<file path="src/rtl/imem_program_loader.sv">
// Instruction-memory program loader: LEN_LO, LEN_HI, then 4*N little-endian bytes -> N words.
// Latency: imem_we pulses the cycle after a word's 4th byte; peak rate is 4 bytes per 5 cycles.
// Backpressure: byte_ready is low outside LEN_LO/LEN_HI/DATA, so it drops for the WRITE cycle.
// Optional: define LOADER_TIMEOUT_EN to abort to ERROR after TIMEOUT_CYCLES without a byte.
module imem_program_loader #(
  parameter int ADDR_WIDTH     = 8,
  parameter int TIMEOUT_CYCLES = 1024
) (
  input  logic                  clk,
  input  logic                  reset,
  input  logic                  start,
  input  logic                  byte_valid,
  input  logic [7:0]            byte_data,
  output logic                  byte_ready,
  output logic                  imem_we,
  output logic [ADDR_WIDTH-1:0] imem_addr,
  output logic [31:0]           imem_wdata,
  output logic                  core_reset,
  output logic [15:0]           word_count,
  output logic                  busy,
  output logic                  done,
  output logic                  error
);

  typedef enum logic [2:0] {
    S_IDLE,
    S_LEN_LO,
    S_LEN_HI,
    S_DATA,
    S_WRITE,
    S_DONE,
    S_ERROR
  } state_t;

  // Largest legal program length: one word per memory location.
  localparam int unsigned CAPACITY = 32'd1 << ADDR_WIDTH;

  state_t                  state;
  state_t                  state_next;
  logic [15:0]             n_words;
  logic [15:0]             n_words_in;
  logic [1:0]              byte_cnt;
  logic [23:0]             shift;
  logic [ADDR_WIDTH-1:0]   index;
  logic                    accept;
  logic                    len_bad;
  logic                    timeout_hit;

  // The loader only takes bytes while it is parsing the length or collecting word data.
  assign byte_ready = (state == S_LEN_LO) || (state == S_LEN_HI) || (state == S_DATA);
  assign accept     = byte_valid && byte_ready;

  // Full length as it will be once the LEN_HI byte lands; used to reject bad lengths early.
  assign n_words_in = {byte_data, n_words[7:0]};
  assign len_bad    = (n_words_in == 16'd0) || (32'(n_words_in) > CAPACITY);

`ifdef LOADER_TIMEOUT_EN
  localparam int IDLE_W = $clog2(TIMEOUT_CYCLES + 1);

  logic [IDLE_W-1:0] idle_cnt;

  // Idle counter: restarts on every accepted byte and whenever the state changes.
  always_ff @(posedge clk or negedge reset) begin
    if (!reset) begin
      idle_cnt <= '0;
    end else if (!byte_ready || accept || (state_next != state)) begin
      idle_cnt <= '0;
    end else begin
      idle_cnt <= idle_cnt + IDLE_W'(1);
    end
  end

  // The TIMEOUT_CYCLES-th consecutive idle cycle in a byte-taking state aborts the session.
  assign timeout_hit = byte_ready && !accept && (idle_cnt == IDLE_W'(TIMEOUT_CYCLES - 1));
`else
  assign timeout_hit = 1'b0;

  // TIMEOUT_CYCLES only sizes the optional idle counter; this keeps it referenced without it.
  if (TIMEOUT_CYCLES < 1) begin : g_timeout_cycles_unused
  end
`endif

  // State register.
  always_ff @(posedge clk or negedge reset) begin
    if (!reset) begin
      state <= S_IDLE;
    end else begin
      state <= state_next;
    end
  end

  // Next-state logic and state-decoded status outputs.
  always_comb begin
    state_next = state;
    imem_we    = 1'b0;
    core_reset = 1'b1;
    busy       = 1'b0;
    done       = 1'b0;
    error      = 1'b0;
    case (state)
      S_IDLE: begin
        if (start) state_next = S_LEN_LO;
      end
      S_LEN_LO: begin
        busy = 1'b1;
        if (accept) state_next = S_LEN_HI;
      end
      S_LEN_HI: begin
        busy = 1'b1;
        if (accept) state_next = len_bad ? S_ERROR : S_DATA;
      end
      S_DATA: begin
        busy = 1'b1;
        if (accept && (byte_cnt == 2'd3)) state_next = S_WRITE;
      end
      S_WRITE: begin
        busy    = 1'b1;
        imem_we = 1'b1;
        state_next = ((word_count + 16'd1) == n_words) ? S_DONE : S_DATA;
      end
      S_DONE: begin
        done       = 1'b1;
        core_reset = 1'b0;
        if (start) state_next = S_LEN_LO;
      end
      S_ERROR: begin
        error = 1'b1;
        if (start) state_next = S_LEN_LO;
      end
      default: state_next = S_IDLE;
    endcase
    if (timeout_hit) state_next = S_ERROR;
  end

  // Datapath: length capture, word assembly, write address/data staging and word counting.
  always_ff @(posedge clk or negedge reset) begin
    if (!reset) begin
      n_words    <= '0;
      byte_cnt   <= '0;
      shift      <= '0;
      index      <= '0;
      imem_addr  <= '0;
      imem_wdata <= '0;
      word_count <= '0;
    end else begin
      case (state)
        S_IDLE, S_DONE, S_ERROR: begin
          if (start) word_count <= '0;
        end
        S_LEN_LO: begin
          if (accept) n_words[7:0] <= byte_data;
        end
        S_LEN_HI: begin
          if (accept) begin
            n_words[15:8] <= byte_data;
            byte_cnt      <= '0;
            index         <= '0;
          end
        end
        S_DATA: begin
          if (accept) begin
            byte_cnt <= byte_cnt + 2'd1;
            shift    <= {byte_data, shift[23:8]};
            // Stage address and word so they stay stable through WRITE and hold afterwards.
            if (byte_cnt == 2'd3) begin
              imem_addr  <= index;
              imem_wdata <= {byte_data, shift};
            end
          end
        end
        S_WRITE: begin
          word_count <= word_count + 16'd1;
          index      <= index + ADDR_WIDTH'(1);
        end
        default: begin
        end
      endcase
    end
  end

endmodule
</file>
<file path="config.mk">
export PLATFORM = sky130hd
export DESIGN_NAME = imem_program_loader
export DESIGN_NICKNAME = d
export VERILOG_FILES = /design/src/rtl/imem_program_loader.sv
export SDC_FILE = /design/constraint.sdc
export NUM_CORES = 1
export LEC_CHECK = 0
export ABC_AREA = 1
export BUFFER_PORTS_ARGS = -buffer_cell sky130_fd_sc_hd__clkbuf_2
export CAP_MARGIN = 15
export CORE_AREA = 2 2 97 99
export DETAILED_ROUTE_END_ITERATION = 8
export DIE_AREA = 0 0 99 101
export MAX_ROUTING_LAYER = met4
export PLACE_DENSITY = 0.9
export SYNTH_ARGS = -nofsm -noshare
export SYNTH_HDL_FRONTEND = slang
export SYNTH_SLANG_ARGS = --single-unit
</file>
<file path="constraint.sdc">
create_clock -name clk -period 3.45 [get_ports clk]
set_clock_uncertainty 0.05 [all_clocks]
set_input_delay 1.035 -clock clk [delete_from_list [all_inputs] [get_ports clk]]
set_output_delay 1.035 -clock clk [all_outputs]
set_load 0.01 [all_outputs]
</file>
==> results.txt <==
Status: finished, final reports clean
CTS Buf Count: 9
Static leakage: 2.87 nW
Fin crit share: 0.756
Ys flop type: dfrtp_1
Vias in the first global route: 4,053
Cell Pwr Density: 660 mW/mm^2
DRT Wirelength: 11.9 mm
Initial core utilization: 0.560
Initial drt markers: 272
Synth unique cells: 33
Gpl congestion: 0.972
R2r worst-path depth: 14
Clk_lat worst skew: 0.38 ns
Routed vias: 4,251
Number of fillers in the final layout: 746
Least-Margin Pin Slew: 0.460 ns
Worst Hold Class: reg2reg
Commonest non-fill, non-tap cell in the layout: nand2_1
Grt ovf: 0
Synthesized area per cell: 8.52 sq um
Crit path largest cell delay: 0.43 ns
# setup viols final: 0
DP HPWL: 8.33 mm
Chip Height: 101 um
Via/cell ratio: 5.46
RSZ-0062 raised after global routing: no
Drt drc: 0
GRT Util Overall: 0.256
Setup Total Neg Slack: 0 ns
Worst hold path startpoint: byte_cnt[1]
VDD IR max: 0.484 mV
Asr flop ratio synth: 1.00
Share of layout cells above drive strength 1: 0.178
Commonest cells after routing, fill and taps aside: nand2_1 (160), dfrtp_1 (109), o21ai_0 (90)
Site Rows: 35
Largest area contributor in the netlist: dfrtp_1
N_diodes: 0
Synth top area cells: dfrtp_1 (54%), nand2_1 (12%), o21ai_0 (9.0%)
Clock-pin slew on the worst setup and hold paths: 0.12 ns
Warning count from the yosys run: 0
Fmax: 384 MHz
# Max-Cap Violations: 0
Worst Path Arrival: 1.52 ns
Post-Synthesis Cells: 590
Die area: 0.0100 sq mm
Crit. End Element: output port
Fin. max-slew vios: 0
Resized Gates After CTS: 0
Worst Hold Path Cells: 2
Synth-to-Final Area Change: 14.0%
Layout net count: 678
R2R Setup Slk: 1.19 ns
Largest net degree at the start of global routing: 51
Post-CTS setup buffer count: 0
CP startpoint: state[1]
First-pass GRT wire length: 19.7 mm
RR Endpoint: state[1]
Critical path class: reg2out
Final Hold Viols: 0
First-pass DRT Iterations: 4
CTS Hold Bufs: 0
Post-synth EDFFs: 0
Hold worst-path end: byte_cnt[1]
Tmin final: 2.61 ns
Seq cells post-synth: 109
CP max stage cell: dfrtp_1
Die width: 99 um
R2R Path Start: word_count[0]
Top Ports: 74
Worst EP required: 2.36 ns
Antenna Violating Nets Remaining: 0
Slew HR: 0.693
Crit-path cells: nor2_1, nand2_1, buf_4, inv_1, clkbuf_2
I/O Buffers: 73
WHS: 0.441 ns
Sink Count: 109
Critical Path Source Type: register
Syn Nets: 605
CTS tree: built
Max Fanout on Critical Path: 15
Initial antenna violation count: 0
Register area share after synthesis: 0.543
CTS max path bufs: 2
Root buffer cell: clkbuf_8
Area share of the largest cell type after synthesis: 0.543
Cell Area, Synth: 0.00502 sq mm
Core box area: 0.00898 sq mm
# H-tree levels: 3
Drt wl/cell: 15.2 um
## metrics by stage
| stage | util | power (mW) | std cells | instance area, sq um | setup WS (ns) |
|---|---|---|---|---|---|
| 6_report | 0.638 | 3.78 | 779 | 5730 | 0.843 |
| 5_1_grt | 0.638 | 4.08 | 779 | 5730 | 0.712 |
| 4_1_cts | 0.638 | 3.79 | 779 | 5730 | 0.844 |
| 3_5_place_dp | 0.615 | 3.02 | 763 | 5530 | 1.14 |
| 3_3_place_gp | 0.615 | 2.95 | 763 | 5530 | 1.19 |
| 2_1_floorplan | - | 2.61 | 590 | 5020 | 1.22 |
## kinds of logic after synthesis
family,after synthesis,share of synthesized area
AOI/OAI and AO/OA,110,0.115
xor gates and xnor gates,8,0.0197
adders and majority gates,3,0.00747
buffers and inverters,95,0.0725
DFF,109,0.543
muxes,10,0.0222
and+or+nand+nor,255,0.221
## registers in the layout, indices dropped and copies added (netlist names)
| signal | cells |
|---|---|
| byte_cnt | 2 |
| word_count | 16 |
| index | 8 |
| imem_wdata | 32 |
| state | 3 |
| imem_addr | 8 |
| n_words | 16 |
| shift | 24 |
## report_power, final
part | internal (mW) | switching [mW]
Sequential | 1.61 | 0.246
Combinational | 0.424 | 0.717
Clock | 0.289 | 0.492
Total | 2.32 | 1.45
## worst max-delay path, delay by kind of cell, from the launching register on
| kind | cells | cell delay [ns] |
|---|---|---|
| AND/OR/NAND/NOR | 2 | 0.23 |
| buffers and inverters | 3 | 0.48 |
| flip-flops | 1 | 0.43 |
## worst max-delay path by stage
stage,slack (ns),cells after the start,end
6_report,0.84,5,imem_we
5_1_grt,0.71,5,imem_we
4_1_cts,0.84,5,imem_we
3_5_place_dp,1.14,9,state[2]
3_3_place_gp,1.19,9,state[2]
2_1_floorplan,1.22,4,imem_we
## cell usage after synthesis, types with 2 or more instances
library cell,count
mux2_2,9
nor2_1,30
nor3_2,2
nor2_4,4
clkbuf_1,14
nand4_1,10
nor2_2,2
nand2_1,160
a31oi_1,2
inv_1,75
nand2_2,2
o21ai_0,90
a21oi_1,5
o22ai_1,10
nand3_1,33
xor2_1,5
nor4_1,2
nor3_1,4
buf_2,3
ha_1,3
nand3b_1,4
dfrtp_1,109
o32ai_1,2
## layer usage
metal	GRT usage	wire, um
met1	0.333	4950
met2	0.411	5840
met3	0.0472	801
met4	0.0843	280
met5	-	0
## layout make-up
class                      instances  area (sq um)  area share
inverter                          76           285      0.0498
clock inverter                     7          77.6      0.0135
timing repair buffer              81           440      0.0769
clock buffer                       9           124      0.0216
sequential                       109          2730       0.476
multi-input combinational        386          1930       0.338
tap                              111           139      0.0243
Power figures use the tool's default switching activity.
